## config.mk

```make
export PLATFORM = sky130hd
export DESIGN_NAME = adc_lane_align
export DESIGN_NICKNAME = d
export VERILOG_FILES = /design/src/rtl/adc_lane_align.sv
export SDC_FILE = /design/constraint.sdc
export NUM_CORES = 1
export LEC_CHECK = 0
export CORE_ASPECT_RATIO = 1.2
export CORE_MARGIN = 2
export CORE_UTILIZATION = 51
export DETAILED_ROUTE_END_ITERATION = 10
export GPL_TIMING_DRIVEN = 0
export HOLD_SLACK_MARGIN = 0.1
export PLACE_DENSITY_LB_ADDON = 0.1
export RECOVER_POWER = 25
export SLEW_MARGIN = 20
export SYNTH_ARGS = -nofsm -noshare
export SYNTH_HDL_FRONTEND = slang
export SYNTH_SLANG_ARGS = --single-unit
```

## constraint.sdc

```tcl
create_clock -name CLK -period 9.2 [get_ports CLK]
set_input_delay 1.84 -clock CLK [delete_from_list [all_inputs] [get_ports CLK]]
set_output_delay 1.84 -clock CLK [all_outputs]
set_load 0.005 [all_outputs]
```

## src/rtl/adc_lane_align.sv

```systemverilog
// Per-lane ADC deserialiser alignment: delay-tap eye scan, eye centring, then bitslip to the training word.
// Latency: about (MAXTAP+1)*(INC_GAP+SETTLE+NCHK) cycles per lane for the scan, plus seek and slip phases.
// No backpressure: START is honoured only when idle; DINC/DRST/BS are fire-and-forget one-cycle pulses.
module adc_lane_align #(
    parameter int             NLANES  = 16,
    parameter int             W       = 6,
    parameter logic [W-1:0]   PATTERN = 6'b111000,
    parameter int             MAXTAP  = 63,
    parameter int             SETTLE  = 16,
    parameter int             NCHK    = 32,
    parameter int             INC_GAP = 4,
    parameter int             MINWIN  = 4,
    localparam int            LW      = (NLANES > 1) ? $clog2(NLANES) : 1
) (
    input  logic                  CLK,
    input  logic                  RST_N,
    input  logic                  START,
    input  logic [NLANES*W-1:0]   DIN,
    output logic [NLANES-1:0]     DINC,
    output logic [NLANES-1:0]     DRST,
    output logic [NLANES-1:0]     BS,
    output logic                  BUSY,
    output logic                  DONE,
    output logic [NLANES-1:0]     LOCKED,
    output logic [LW-1:0]         CUR_LANE
);

    // Tap counter carries one extra bit so tap and window lengths up to MAXTAP+1 never wrap.
    localparam int TW   = $clog2(MAXTAP + 1) + 1;
    localparam int CMAX = (SETTLE > NCHK) ? ((SETTLE > INC_GAP) ? SETTLE : INC_GAP)
                                          : ((NCHK > INC_GAP) ? NCHK : INC_GAP);
    localparam int CW   = $clog2(CMAX + 1);
    localparam int SW   = (W > 1) ? $clog2(W) : 1;

    localparam logic [3:0] S_IDLE        = 4'd0;
    localparam logic [3:0] S_LRST        = 4'd1;
    localparam logic [3:0] S_SETTLE      = 4'd2;
    localparam logic [3:0] S_CHECK       = 4'd3;
    localparam logic [3:0] S_STEP        = 4'd4;
    localparam logic [3:0] S_CENTRE      = 4'd5;
    localparam logic [3:0] S_SEEK        = 4'd6;
    localparam logic [3:0] S_SLIP_SETTLE = 4'd7;
    localparam logic [3:0] S_SLIP_CHK    = 4'd8;
    localparam logic [3:0] S_NEXT        = 4'd9;
    localparam logic [3:0] S_FINISH      = 4'd10;

    logic [3:0]        state;
    logic [CW-1:0]     cnt;
    logic [TW-1:0]     tap;
    logic [TW-1:0]     target;
    logic [TW-1:0]     cur_len;
    logic [TW-1:0]     cur_start;
    logic [TW-1:0]     best_len;
    logic [TW-1:0]     best_start;
    logic [SW-1:0]     slip;
    logic [W-1:0]      ref_word;
    logic              chk_ok;

    logic [W-1:0]      lane_word;
    logic [NLANES-1:0] lane_bit;
    logic              good_now;
    logic              pat_now;
    logic [TW-1:0]     new_cur_len;
    logic [TW-1:0]     new_cur_start;

    // Only the lane under training is observed; its command pulses go to the same bit.
    assign lane_word = DIN[int'(CUR_LANE)*W +: W];
    assign lane_bit  = NLANES'(1) << CUR_LANE;

    // Running stability/pattern verdicts including the current sample, and the window update they imply.
    always_comb begin
        good_now      = chk_ok && (lane_word == ref_word);
        pat_now       = chk_ok && (lane_word == PATTERN);
        new_cur_len   = good_now ? (cur_len + TW'(1)) : '0;
        new_cur_start = (good_now && (cur_len == '0)) ? tap : cur_start;
    end

    // Training sequencer: pulses default low every cycle so each command is exactly one cycle wide.
    always_ff @(posedge CLK or negedge RST_N) begin
        if (!RST_N) begin
            state      <= S_IDLE;
            cnt        <= '0;
            tap        <= '0;
            target     <= '0;
            cur_len    <= '0;
            cur_start  <= '0;
            best_len   <= '0;
            best_start <= '0;
            slip       <= '0;
            ref_word   <= '0;
            chk_ok     <= 1'b0;
            DINC       <= '0;
            DRST       <= '0;
            BS         <= '0;
            BUSY       <= 1'b0;
            DONE       <= 1'b0;
            LOCKED     <= '0;
            CUR_LANE   <= '0;
        end else begin
            DINC <= '0;
            DRST <= '0;
            BS   <= '0;
            case (state)
                S_IDLE: begin
                    if (START) begin
                        BUSY     <= 1'b1;
                        DONE     <= 1'b0;
                        LOCKED   <= '0;
                        CUR_LANE <= '0;
                        state    <= S_LRST;
                    end
                end

                // Return the delay line to tap 0 and forget any window from the previous lane.
                S_LRST: begin
                    DRST       <= lane_bit;
                    tap        <= '0;
                    best_len   <= '0;
                    best_start <= '0;
                    cur_len    <= '0;
                    cur_start  <= '0;
                    cnt        <= '0;
                    state      <= S_SETTLE;
                end

                // Let the delay settle, then take the reference word for this tap.
                S_SETTLE: begin
                    if (cnt == CW'(SETTLE - 1)) begin
                        ref_word <= lane_word;
                        chk_ok   <= 1'b1;
                        cnt      <= '0;
                        state    <= S_CHECK;
                    end else begin
                        cnt <= cnt + CW'(1);
                    end
                end

                // A tap is good only if every one of NCHK samples equals the reference.
                S_CHECK: begin
                    if (cnt == CW'(NCHK - 1)) begin
                        cur_len   <= new_cur_len;
                        cur_start <= new_cur_start;
                        // Strictly wider only: the earliest of equal windows is kept.
                        if (new_cur_len > best_len) begin
                            best_len   <= new_cur_len;
                            best_start <= new_cur_start;
                        end
                        cnt   <= '0;
                        state <= (tap == TW'(MAXTAP)) ? S_CENTRE : S_STEP;
                    end else begin
                        chk_ok <= good_now;
                        cnt    <= cnt + CW'(1);
                    end
                end

                // One increment, then hold off INC_GAP cycles before settling.
                S_STEP: begin
                    if (cnt == '0) begin
                        DINC <= lane_bit;
                        tap  <= tap + TW'(1);
                    end
                    if (cnt == CW'(INC_GAP - 1)) begin
                        cnt   <= '0;
                        state <= S_SETTLE;
                    end else begin
                        cnt <= cnt + CW'(1);
                    end
                end

                // Reset the delay either way; only a wide enough eye gets a seek target.
                S_CENTRE: begin
                    DRST <= lane_bit;
                    tap  <= '0;
                    cnt  <= '0;
                    if (best_len < TW'(MINWIN)) begin
                        LOCKED[CUR_LANE] <= 1'b0;
                        state            <= S_NEXT;
                    end else begin
                        target <= best_start + (best_len >> 1);
                        state  <= S_SEEK;
                    end
                end

                // Walk the delay up to the eye centre; tap tracks the real delay so it never passes target.
                S_SEEK: begin
                    if ((cnt == '0) && (tap == target)) begin
                        slip  <= '0;
                        state <= S_SLIP_SETTLE;
                    end else begin
                        if (cnt == '0) begin
                            DINC <= lane_bit;
                            tap  <= tap + TW'(1);
                        end
                        cnt <= (cnt == CW'(INC_GAP - 1)) ? '0 : (cnt + CW'(1));
                    end
                end

                S_SLIP_SETTLE: begin
                    if (cnt == CW'(SETTLE - 1)) begin
                        chk_ok <= 1'b1;
                        cnt    <= '0;
                        state  <= S_SLIP_CHK;
                    end else begin
                        cnt <= cnt + CW'(1);
                    end
                end

                // Word boundary check; W-1 slips cover every rotation before giving up.
                S_SLIP_CHK: begin
                    if (cnt == CW'(NCHK - 1)) begin
                        cnt <= '0;
                        if (pat_now) begin
                            LOCKED[CUR_LANE] <= 1'b1;
                            state            <= S_NEXT;
                        end else if (slip == SW'(W - 1)) begin
                            LOCKED[CUR_LANE] <= 1'b0;
                            state            <= S_NEXT;
                        end else begin
                            BS    <= lane_bit;
                            slip  <= slip + SW'(1);
                            state <= S_SLIP_SETTLE;
                        end
                    end else begin
                        chk_ok <= pat_now;
                        cnt    <= cnt + CW'(1);
                    end
                end

                S_NEXT: begin
                    if (CUR_LANE == LW'(NLANES - 1)) begin
                        state <= S_FINISH;
                    end else begin
                        CUR_LANE <= CUR_LANE + LW'(1);
                        state    <= S_LRST;
                    end
                end

                S_FINISH: begin
                    BUSY  <= 1'b0;
                    DONE  <= 1'b1;
                    state <= S_IDLE;
                end

                default: state <= S_IDLE;
            endcase
        end
    end

endmodule

```

==> results of run 1 <==
[cells in the final DEF (no fill, tap or decap), types with 10 or more instances in the layout]
master                              n
sky130_fd_sc_hd__mux2i_1           28
sky130_fd_sc_hd__nor2b_1           11
sky130_fd_sc_hd__dfrtp_1          132
sky130_fd_sc_hd__nor2_1            88
sky130_fd_sc_hd__nand3_1           21
sky130_fd_sc_hd__nor3_1            10
sky130_fd_sc_hd__xnor2_1           14
sky130_fd_sc_hd__xor2_1            16
sky130_fd_sc_hd__nand2b_1          10
sky130_fd_sc_hd__a31oi_1           11
sky130_fd_sc_hd__inv_1             22
sky130_fd_sc_hd__a21o_1            16
sky130_fd_sc_hd__clkdlybuf4s50_1  167
sky130_fd_sc_hd__a22o_1            23
sky130_fd_sc_hd__clkbuf_1          36
sky130_fd_sc_hd__nand2_1           80
sky130_fd_sc_hd__clkbuf_16         17
sky130_fd_sc_hd__a21oi_1           34
sky130_fd_sc_hd__ha_1              26
sky130_fd_sc_hd__o21ai_0           30
sky130_fd_sc_hd__mux4_2            15
[worst min-delay path by stage]
stage / from / endpoint
6_report: LOCKED[7]$_DFFE_PN0P_ / LOCKED[7]$_DFFE_PN0P_
3_5_place_dp: LOCKED[7]$_DFFE_PN0P_ / LOCKED[7]$_DFFE_PN0P_
5_1_grt: LOCKED[7]$_DFFE_PN0P_ / LOCKED[7]$_DFFE_PN0P_
3_3_place_gp: ref_word[4]$_DFFE_PN0P_ / ref_word[4]$_DFFE_PN0P_
2_1_floorplan: best_len[0]$_DFFE_PN0P_ / best_len[0]$_DFFE_PN0P_
4_1_cts: LOCKED[7]$_DFFE_PN0P_ / LOCKED[7]$_DFFE_PN0P_
[sequential cells by signal (all words and copies together), names as in the netlist]
register / count
chk_ok: 1
cur_start: 7
LOCKED: 16
BS: 16
DONE: 1
BUSY: 1
CUR_LANE: 4
tap: 7
cnt: 6
DINC: 16
state: 4
best_len: 7
DRST: 16
target: 7
ref_word: 6
cur_len: 7
best_start: 7
slip: 3
[worst reg2reg max path, cell delays in order (launching register included)]
cell and delay [ns]:
sky130_fd_sc_hd__dfrtp_1 0.36, sky130_fd_sc_hd__clkbuf_1 0.28, sky130_fd_sc_hd__buf_2 0.31, sky130_fd_sc_hd__mux4_2 0.32, sky130_fd_sc_hd__mux2i_1 0.24, sky130_fd_sc_hd__mux2i_1 0.17
sky130_fd_sc_hd__xor2_1 0.20, sky130_fd_sc_hd__nor4_4 0.37, sky130_fd_sc_hd__nand4_4 0.22, sky130_fd_sc_hd__clkbuf_1 0.31, sky130_fd_sc_hd__nor2_1 0.17, sky130_fd_sc_hd__ha_1 0.25
sky130_fd_sc_hd__nor2b_1 0.13, sky130_fd_sc_hd__o21a_1 0.17, sky130_fd_sc_hd__o21a_1 0.16, sky130_fd_sc_hd__o21bai_1 0.20, sky130_fd_sc_hd__a211oi_2 0.19, sky130_fd_sc_hd__a21oi_1 0.52
sky130_fd_sc_hd__clkbuf_1 0.46, sky130_fd_sc_hd__a22o_1 0.23
[cell type report]
cell class	count	area, um2
flip-flops and latches	132	3300
inverters	25	93.8
clock inverters	15	179
multi-input cells	561	3880
clock buffers	17	425
fillers	1106	4350
well taps	175	219
repair buffers	169	1700
plain buffers	46	201
[power by group through the flow]
stage / sequential [W] / clock [W] / combinational [W]
floorplan: 0.000623 / 0 / 0.000234
global placement: 0.000626 / 0 / 0.000369
CTS: 0.000617 / 0.000706 / 0.000382
global route: 0.000621 / 0.000733 / 0.000427
finish: 0.000617 / 0.000701 / 0.000392
detailed placement: 0.000628 / 0 / 0.000379
[per-stage QoR]
| stage | setup slack, ns | instances |
|---|---|---|
| final | 2.86 | 1140 |
| after global routing | 2.57 | 1140 |
| after CTS | 2.91 | 1140 |
| after detailed placement | 2.49 | 1108 |
| after global placement | 1.30 | 1107 |
| after floorplan | 3.79 | 764 |
[per-layer routing]
metal  wire length, um  share of wire (%)  vias up  track usage [%]
met4               455                2.2        0             9.08
met2             10500                 51      258             45.9
met3              1080                5.2       43             4.74
li1                  -                  -     3104                -
met5                 0                  0        -                0
met1              8770                 42     3249             34.9
[cell families after synthesis]
| logic type | synth area share (%) |
|---|---|
| multiplexers | 10.2 |
| flip-flops | 44.2 |
| AND/OR/NAND/NOR | 17.2 |
| buffers and inverters | 3.95 |
| AO/OA/AOI/OAI | 16.3 |
| XOR/XNOR | 3.52 |
| adder cells (fa/ha/maj) | 4.62 |
==> results.yml, run 1 <==
power:
  pwr-share-clk_pct: 41.0
  power_switching_w: 0.000539
  power_density_nw_per_um2: 171
  p_sw_share_pct: 31.5
  peakVddDrop_uv: 129
  leakage_nw: 4.28
  cell_internal_pwr_w: 0.00117
  power_w: 0.00171
  seqPwrFrac_pct: 36.1
  power.combinational.fraction_pct: 22.9
finish:
  layout.core_utilization_pct: 69.7
  design.final.nets: 1078
  drive_gt1_share_pct: 7.46
  layout-area-overhead-vs-synth_pct: 33.8
  antenna_cells_inserted: 0
  stdcell_area_um2: 10000
clock_network:
  cts.clk_slew.worst_paths_ns: 0.06
  tritoncts: "built"
  clk_root_buffer_cell: "sky130_fd_sc_hd__clkbuf_16"
  clock_latency_ns: 0.42
  cts.sink_count: 132
  cts_max_path_buffers: 2
  h-tree-depth: 4
  cts-hold-fix-buffers: 0
  number_of_gates_given_a_new_drive_strength_after_cts: 0
  cts-buffers-inserted: 17
  cts_setup_buffers: 0
worst_setup_path:
  cp_data_arrival_time_ns: 6.69
  cp-start-kind: "input pin"
  cp.required_ns: 9.55
  timing.critical_path.max_delay_family: "compound AO/OA/AOI/OAI gates"
  r2r_start: "CUR_LANE[3]$_DFFE_PN0P_"
  crit_path_end: "best_start[6]$_DFFE_PN0P_"
  critical_path.max_stage_delay_ns: 0.52
  reg2reg_depth: 19
  ff2ff_setup_slack_ns: 3.89
  critical_path.max_fanout: 10
  rr_endpoint: "best_start[6]$_DFFE_PN0P_"
  crit_chain: "clkdlybuf4s50_1, mux4_2, mux2i_1, mux2i_1, xor2_1, nor4_4, nand4_4, clkbuf_1, nor2_1, ha_1, nor2b_1, o21a_1, o21a_1, o21bai_1, a211oi_2, a21oi_1, clkbuf_1, a22o_1"
  worst_setup_path_end_kind: "flip-flop"
  cp_num_cells: 18
  critical_path_buf_inv_count: 3
  critical-path-slowest-cell: "sky130_fd_sc_hd__a21oi_1"
  setup.worst_path.start: "DIN[0]"
  path_class: "input pin to flip-flop"
logic_synthesis:
  netlist_top_cells_count: "sky130_fd_sc_hd__dfrtp_1, sky130_fd_sc_hd__nor2_1, sky130_fd_sc_hd__nand2_1, sky130_fd_sc_hd__clkbuf_1, sky130_fd_sc_hd__a21oi_1"
  netlist.top_cell.by_area: "sky130_fd_sc_hd__dfrtp_1"
  post-synth-top-count-cell: "sky130_fd_sc_hd__dfrtp_1"
  postSynthRegisterBits: 132
  synth_fp_nets: 890
  yosys_most_used_dff: "sky130_fd_sc_hd__dfrtp_1"
  netlist_area_um2: 7470
  postSynth.asyncResetShare_pct: 100
  synth.avg_cell_area_um2: 9.78
  synth.top_cell.area_share_pct: 44.2
  synthCells: 764
  synth-edff-count: 0
  synthesis.yosys.warnings: 0
  synth.top_cells.by_area: "sky130_fd_sc_hd__dfrtp_1, sky130_fd_sc_hd__mux4_2, sky130_fd_sc_hd__nor2_1, sky130_fd_sc_hd__ha_1, sky130_fd_sc_hd__nand2_1"
  netlist-cell-type-count: 65
  part_of_the_yosys_area_used_for_sequential_elements_pct: 44.2
timing:
  final.min_clock_period_ns: 6.34
  tightestPinTransition_ns: 1.85
  max_slew_margin_pct: -23.0
  worst_clock_skew_ns: 0.00977
  final-setup-viol-count: 0
  count_of_pins_over_their_slew_limit: 31
  timing.hold.ws_ns: 0.490
  unrepaired_setup_endpoints_after_global_routing: "false"
  fin_tns_setup_ns: 0
  hold_viol_final: 0
  fmax_mhz: 158
  min_period_over_period_pct: 68.9
routing:
  routed_wirelength_um: 20800
  detail_route.drc_violations: 0
  postRouteAntennaNets: 0
  total_iterations_of_the_first_detailed_routing_run: 5
  vias_per_cell: 5.84
  wire_per_inst_um: 18.3
  routed-via-count: 6654
  drt_iter0_markers: 559
place:
  placed_cell_area_um2: 9410
  gp_congestion: 0.926
  detailedPlacementHpwl_um: 15800
  io_buffers: 168
floorplanning:
  die_w_um: 115
  ioPinCount: 169
  die-area_um2: 15600
  initial_utilization_pct: 52.1
  rows: 48
  floorplan.die.height_um: 137
  core_area_um2: 14400
outcome:
  failed_checks: "max-capacitance violations, max-slew violations"
  status: "complete, but fails checks"
global_routing:
  grt.total_usage_pct: 27.0
  largest_net_degree_at_the_start_of_global_routing: 103
  first_pass_grt_wire_length_um: 33200
  grt_antenna_before_repair: 0
  grt_pass1_vias: 6697
  gr-total-overflow: 0
flow_run:
  cap_violations: 1
worst_hold_path:
  hold_path_depth: 1
  hold_path_class: "flip-flop to flip-flop"
No activity file was read; power rests on OpenSTA's default activity.
==> inputs of run 2 (changes only) <==
==> constraint.sdc (replaced) <==
create_clock -name CLK -period 6.1 [get_ports CLK]
set_input_delay 1.22 -clock CLK [delete_from_list [all_inputs] [get_ports CLK]]
set_output_delay 1.22 -clock CLK [all_outputs]
set_load 0.005 [all_outputs]
==> run 2 against run 1 <==
- the run still ends with max-capacitance violations, max-slew violations left
- first-iteration DRC count fell by 5.9%
- largest power group unchanged
- critical endpoint unchanged
- setup slack got worse by 2.5 ns
- die area did not move
- clock power rose by 51%
- sequential cell count did not move
- final area fell by 0.22%
- critical path depth did not move
- sequential share of layout area rose by 0.074 points
- sequential power rose by 51%
- register-to-register slack got worse by 3.1 ns
- critical path type unchanged
- count of clock-buffer cells in the layout did not move
- final cell count did not move
==> results.yml, run 2 (synthesis gave the netlist of run 1 again) <==
place:
  io_buffers: 168
  detailedPlacementHpwl_um: 15800
  post-place-cells: 1108
  gp_congestion: 0.926
finish:
  final_cell_count_no_fill: 1140
  layout-area-overhead-vs-synth_pct: 33.5
  leading_cell_type_in_the_layout_fill_and_taps_excluded: "sky130_fd_sc_hd__clkdlybuf4s50_1"
  layout.cells.most_common_list: "sky130_fd_sc_hd__clkdlybuf4s50_1, sky130_fd_sc_hd__dfrtp_1, sky130_fd_sc_hd__nor2_1"
  design.final.nets: 1078
  antenna_cells_inserted: 0
  drive_gt1_share_pct: 7.46
timing:
  fmax_mhz: 175
  count_of_pins_over_their_slew_limit: 135
  min_period_over_period_pct: 93.9
  tightestPinTransition_ns: 2.47
  final-setup-viol-count: 0
  max_slew_margin_pct: -64.9
  unrepaired_setup_endpoints_after_global_routing: "false"
  fin_tns_setup_ns: 0
  hold_viol_final: 0
  final.min_clock_period_ns: 5.73
  worst_clock_skew_ns: 0.00950
worst_setup_path:
  cp.required_ns: 6.45
  setup.worst_path.start: "DIN[0]"
  cp-start-kind: "input pin"
  cp_data_arrival_time_ns: 6.08
  crit_path_end: "best_start[6]$_DFFE_PN0P_"
  critical_path.max_fanout: 10
  path_class: "input pin to flip-flop"
  r2r_start: "CUR_LANE[3]$_DFFE_PN0P_"
  worst_setup_path_end_kind: "flip-flop"
  ff2ff_setup_slack_ns: 0.76
  rr_endpoint: "best_start[6]$_DFFE_PN0P_"
  reg2reg_depth: 19
routing:
  routed_wirelength_um: 20900
  total_iterations_of_the_first_detailed_routing_run: 5
  drt_iter0_markers: 526
  postRouteAntennaNets: 0
  detail_route.drc_violations: 0
  routed-via-count: 6666
  wire_per_inst_um: 18.4
  vias_per_cell: 5.85
power:
  power_switching_w: 0.000816
  seqPwrFrac_pct: 36.1
  peakVddDrop_uv: 196
  power.combinational.fraction_pct: 22.8
  cell_internal_pwr_w: 0.00176
  pwr-share-clk_pct: 41.1
  power_w: 0.00258
  leakage_nw: 4.28
  power_density_nw_per_um2: 259
  p_sw_share_pct: 31.6
outcome:
  failed_checks: "max-capacitance violations, max-slew violations"
  status: "complete, but fails checks"
clock_network:
  tritoncts: "built"
  clock_latency_ns: 0.42
  cts_max_path_buffers: 2
  cts.sink_count: 132
  number_of_gates_given_a_new_drive_strength_after_cts: 0
  clk_root_buffer_cell: "sky130_fd_sc_hd__clkbuf_16"
  cts_setup_buffers: 0
  cts-hold-fix-buffers: 0
  h-tree-depth: 4
  cts.clk_slew.worst_paths_ns: 0.06
  cts-buffers-inserted: 17
global_routing:
  gr-total-overflow: 0
  largest_net_degree_at_the_start_of_global_routing: 103
  grt_antenna_before_repair: 0
  grt_pass1_vias: 6697
  grt.total_usage_pct: 27.0
  first_pass_grt_wire_length_um: 33200
floorplanning:
  die_w_um: 115
  die-area_um2: 15600
  initial_utilization_pct: 52.1
  floorplan.die.height_um: 137
  ioPinCount: 169
  core_area_um2: 14400
  rows: 48
flow_run:
  cap_violations: 2
worst_hold_path:
  hold_path_class: "flip-flop to flip-flop"
-- run 2: stage by stage --
step	util [%]	setup slack, ns	cell area (um2)	hold WS [ns]
after global routing	69.5	0.0882	9980	0.500
after detailed placement	65.5	0.00672	9410	0.475
after floorplan	-	1.31	7470	0.462
after CTS	69.8	0.427	10000	0.493
after global placement	65.3	-1.18	9380	0.473
final	69.5	0.372	9980	0.490
-- run 2: worst max-delay path, stage by stage --
cell and delay (ns):
sky130_fd_sc_hd__clkdlybuf4s50_1 0.41, sky130_fd_sc_hd__mux4_2 0.45, sky130_fd_sc_hd__mux2i_1 0.25, sky130_fd_sc_hd__mux2i_1 0.16, sky130_fd_sc_hd__xor2_1 0.20, sky130_fd_sc_hd__nor4_4 0.37, sky130_fd_sc_hd__nand4_4 0.22, sky130_fd_sc_hd__clkbuf_1 0.31
sky130_fd_sc_hd__nor2_1 0.17, sky130_fd_sc_hd__ha_1 0.25, sky130_fd_sc_hd__nor2b_1 0.13, sky130_fd_sc_hd__o21a_1 0.16, sky130_fd_sc_hd__o21a_1 0.17, sky130_fd_sc_hd__o21bai_1 0.20, sky130_fd_sc_hd__a211oi_2 0.19, sky130_fd_sc_hd__a21oi_1 0.53
sky130_fd_sc_hd__clkbuf_1 0.45, sky130_fd_sc_hd__a22o_1 0.23
-- run 2: per-layer routing --
metal / share of wire, % / track usage [%] / wire [um] / up-vias
met1: 42 / 34.9 / 8790 / 3229
met4: 2.3 / 9.08 / 471 / 0
met5: 0 / 0 / 0 / -
met3: 5.3 / 4.74 / 1120 / 47
li1: - / - / - / 3111
met2: 50 / 45.9 / 10600 / 279
-- run 2: area by class of cell --
class	count	area [um2]
fill	1109	4380
multi-input combinational	561	3880
sequential	132	3300
timing repair buffer	169	1680
clock buffer	17	425
tap	175	219
buffer	46	201
clock inverter	15	179
inverter	25	93.8
-- run 2: worst min-delay path by stage --
stage                                        from                      end  slack (ns)  cells after the start
final                       LOCKED[7]$_DFFE_PN0P_    LOCKED[7]$_DFFE_PN0P_        0.49                      1
after global routing        LOCKED[7]$_DFFE_PN0P_    LOCKED[7]$_DFFE_PN0P_        0.50                      1
after CTS                   LOCKED[7]$_DFFE_PN0P_    LOCKED[7]$_DFFE_PN0P_        0.49                      1
after detailed placement    LOCKED[7]$_DFFE_PN0P_    LOCKED[7]$_DFFE_PN0P_        0.47                      1
after global placement    ref_word[4]$_DFFE_PN0P_  ref_word[4]$_DFFE_PN0P_        0.47                      1
after floorplan           best_len[0]$_DFFE_PN0P_  best_len[0]$_DFFE_PN0P_        0.46                      2
-- run 2: power groups by stage --
stage / Combinational [W] / Sequential, W / Clock, W
finish: 0.000588 / 0.000931 / 0.00106
global route: 0.000642 / 0.000936 / 0.00111
global placement: 0.000557 / 0.000945 / 0
detailed placement: 0.000572 / 0.000947 / 0
CTS: 0.000576 / 0.000931 / 0.00107
floorplan: 0.000353 / 0.000940 / 0
==> inputs of run 3 (changes only) <==
--- a/config.mk
+++ b/config.mk
@@ -7,7 +7,7 @@
 export LEC_CHECK = 0
 export CORE_ASPECT_RATIO = 1.2
 export CORE_MARGIN = 2
-export CORE_UTILIZATION = 51
+export CORE_UTILIZATION = 36
 export DETAILED_ROUTE_END_ITERATION = 10
 export GPL_TIMING_DRIVEN = 0
 export HOLD_SLACK_MARGIN = 0.1
==> constraint.sdc (replaced) <==
create_clock -name CLK -period 5.6 [get_ports CLK]
set_input_delay 1.12 -clock CLK [delete_from_list [all_inputs] [get_ports CLK]]
set_output_delay 1.12 -clock CLK [all_outputs]
set_load 0.005 [all_outputs]
==> run 3 against run 2 <==
- the run still ends with max-capacitance violations, max-slew violations left
- final area up 1.4%
- final cell count increased by 7.9%
- count of clock-buffer cells in the layout stayed put
- hold slack better by 0.0094 ns
- critical path type unchanged
==> results.yml, run 3 (synthesis gave the netlist of run 1 again) <==
outcome:
  status: "complete, but fails checks"
  failed_checks: "max-capacitance violations, max-slew violations"
routing:
  postRouteAntennaNets: 0
  vias_per_cell: 5.19
  total_iterations_of_the_first_detailed_routing_run: 8
  detail_route.drc_violations: 0
  routed_wirelength_um: 20800
  wire_per_inst_um: 16.9
  drt_iter0_markers: 377
  routed-via-count: 6379
clock_network:
  h-tree-depth: 4
  cts.sink_count: 132
  cts_max_path_buffers: 2
  cts.clk_slew.worst_paths_ns: 0.06
  tritoncts: "built"
  cts-hold-fix-buffers: 0
  cts-buffers-inserted: 17
  clock_latency_ns: 0.43
  clk_root_buffer_cell: "sky130_fd_sc_hd__clkbuf_16"
  cts_setup_buffers: 0
worst_setup_path:
  worst_setup_path_end_kind: "flip-flop"
  cp-start-kind: "input pin"
  cp_data_arrival_time_ns: 5.59
  cp.required_ns: 5.96
  path_class: "input pin to flip-flop"
  critical_path.max_fanout: 10
floorplanning:
  floorplan.die.height_um: 162
  die-area_um2: 21900
  die_w_um: 136
  rows: 57
  ioPinCount: 169
  core_area_um2: 20300
  initial_utilization_pct: 36.8
power:
  leakage_nw: 4.28
  power_density_nw_per_um2: 275
  power_w: 0.00279
  peakVddDrop_uv: 246
timing:
  final.min_clock_period_ns: 5.23
  worst_clock_skew_ns: 0.0106
  fmax_mhz: 191
  count_of_pins_over_their_slew_limit: 50
  unrepaired_setup_endpoints_after_global_routing: "false"
  final-setup-viol-count: 0
  min_period_over_period_pct: 93.4
  max_slew_margin_pct: -91.7
  hold_viol_final: 0
  timing.hold.ws_ns: 0.499
  tightestPinTransition_ns: 2.88
worst_hold_path:
  hold_path_class: "flip-flop to flip-flop"
flow_run:
  cap_violations: 1
global_routing:
  grt_antenna_before_repair: 0
  first_pass_grt_wire_length_um: 33700
  grt_pass1_vias: 6364
  largest_net_degree_at_the_start_of_global_routing: 84
  gr-total-overflow: 0
  grt.total_usage_pct: 19.5
finish:
  layout.area.seq_um2: 3300
  layout.cells.most_common_list: "sky130_fd_sc_hd__clkdlybuf4s50_1, sky130_fd_sc_hd__dfrtp_1, sky130_fd_sc_hd__nor2_1"
  n_fill_cell: 1884
  multiInputGateArea_um2: 3890
  design.final.nets: 1078
  leading_cell_type_in_the_layout_fill_and_taps_excluded: "sky130_fd_sc_hd__clkdlybuf4s50_1"
  layout-area-overhead-vs-synth_pct: 35.4
  antenna_cells_inserted: 0
  drive_gt1_share_pct: 7.67
place:
  gp_congestion: 0.837
  io_buffers: 168
  detailedPlacementHpwl_um: 15900
run 3: cell type report:
cell class / instances / area share, %
Multi-Input combinational cell: 561 / 38.4
Sequential cell: 132 / 32.6
Timing Repair Buffer: 169 / 16.8
Clock buffer: 17 / 4.20
Tap cell: 265 / 3.28
Buffer: 46 / 2.00
Clock inverter: 15 / 1.71
Inverter: 25 / 0.927
run 3: worst paths after layout:
| path | startpoint | to | slack (ns) | cells past startpoint |
|---|---|---|---|---|
| worst max-delay path | DIN[6] | best_len[6]$_DFFE_PN0P_ | 0.37 | 18 |
| worst min register to register | LOCKED[3]$_DFFE_PN0P_ | LOCKED[3]$_DFFE_PN0P_ | 0.50 | 1 |
| worst max register to register | CUR_LANE[3]$_DFFE_PN0P_ | best_len[6]$_DFFE_PN0P_ | 0.59 | 19 |
| min in group asynchronous | RST_N | tap[3]$_DFFE_PN0P_ | 1.61 | 1 |
| max in group asynchronous | RST_N | state[1]$_DFFE_PN0P_ | 2.35 | 1 |
| worst min-delay path | LOCKED[3]$_DFFE_PN0P_ | LOCKED[3]$_DFFE_PN0P_ | 0.50 | 1 |
run 3: metal layers:
| layer | global-route usage [%] | routed length, um | vias to the layer above |
|---|---|---|---|
| li1 | - | - | 3104 |
| met1 | 25.6 | 9070 | 3065 |
| met2 | 32.9 | 10400 | 194 |
| met3 | 3.75 | 1030 | 16 |
| met4 | 5.35 | 270 | 0 |
| met5 | 0 | 0 | - |
run 3: what timing repair did:
item,in CTS,in global routing
gates resized for setup,1,3
endpoints found under the setup margin,10,10
endpoints found under the hold margin,0,0
run 3: worst max-delay path, cell delays in order:
cell                              delay [ns]
sky130_fd_sc_hd__clkdlybuf4s50_1        0.40
sky130_fd_sc_hd__mux4_2                 0.45
sky130_fd_sc_hd__mux2i_1                0.30
sky130_fd_sc_hd__mux2i_1                0.19
sky130_fd_sc_hd__xor2_1                 0.20
sky130_fd_sc_hd__nor4_4                 0.35
sky130_fd_sc_hd__nand4_4                0.21
sky130_fd_sc_hd__clkbuf_1               0.31
sky130_fd_sc_hd__nor2_1                 0.16
sky130_fd_sc_hd__ha_1                   0.25
sky130_fd_sc_hd__nor2b_1                0.13
sky130_fd_sc_hd__o21a_1                 0.16
sky130_fd_sc_hd__o21a_1                 0.16
sky130_fd_sc_hd__o21bai_1               0.21
sky130_fd_sc_hd__a211oi_4               0.15
sky130_fd_sc_hd__a21oi_2                0.34
sky130_fd_sc_hd__clkbuf_2               0.32
sky130_fd_sc_hd__a22o_1                 0.18
run 3: where the power goes:
part	internal, W	switching, W
Sequential	0.000984	0.0000288
Clock	0.000668	0.000469
Combinational	0.000236	0.000401
run 3: through the flow:
| step | worst slack [ns] | instance area [um2] | instances | util, % | TNS [ns] |
|---|---|---|---|---|---|
| 2_1_floorplan | 0.915 | 7470 | 764 | - | 0 |
| 3_3_place_gp | -2.03 | 9490 | 1197 | 46.7 | -272.41 |
| 3_5_place_dp | -0.509 | 9520 | 1198 | 46.8 | -5.18 |
| 4_1_cts | 0.118 | 10100 | 1230 | 49.8 | 0 |
| 5_1_grt | 0.0296 | 10100 | 1230 | 49.8 | 0 |
| 6_report | 0.370 | 10100 | 1230 | 49.8 | 0 |
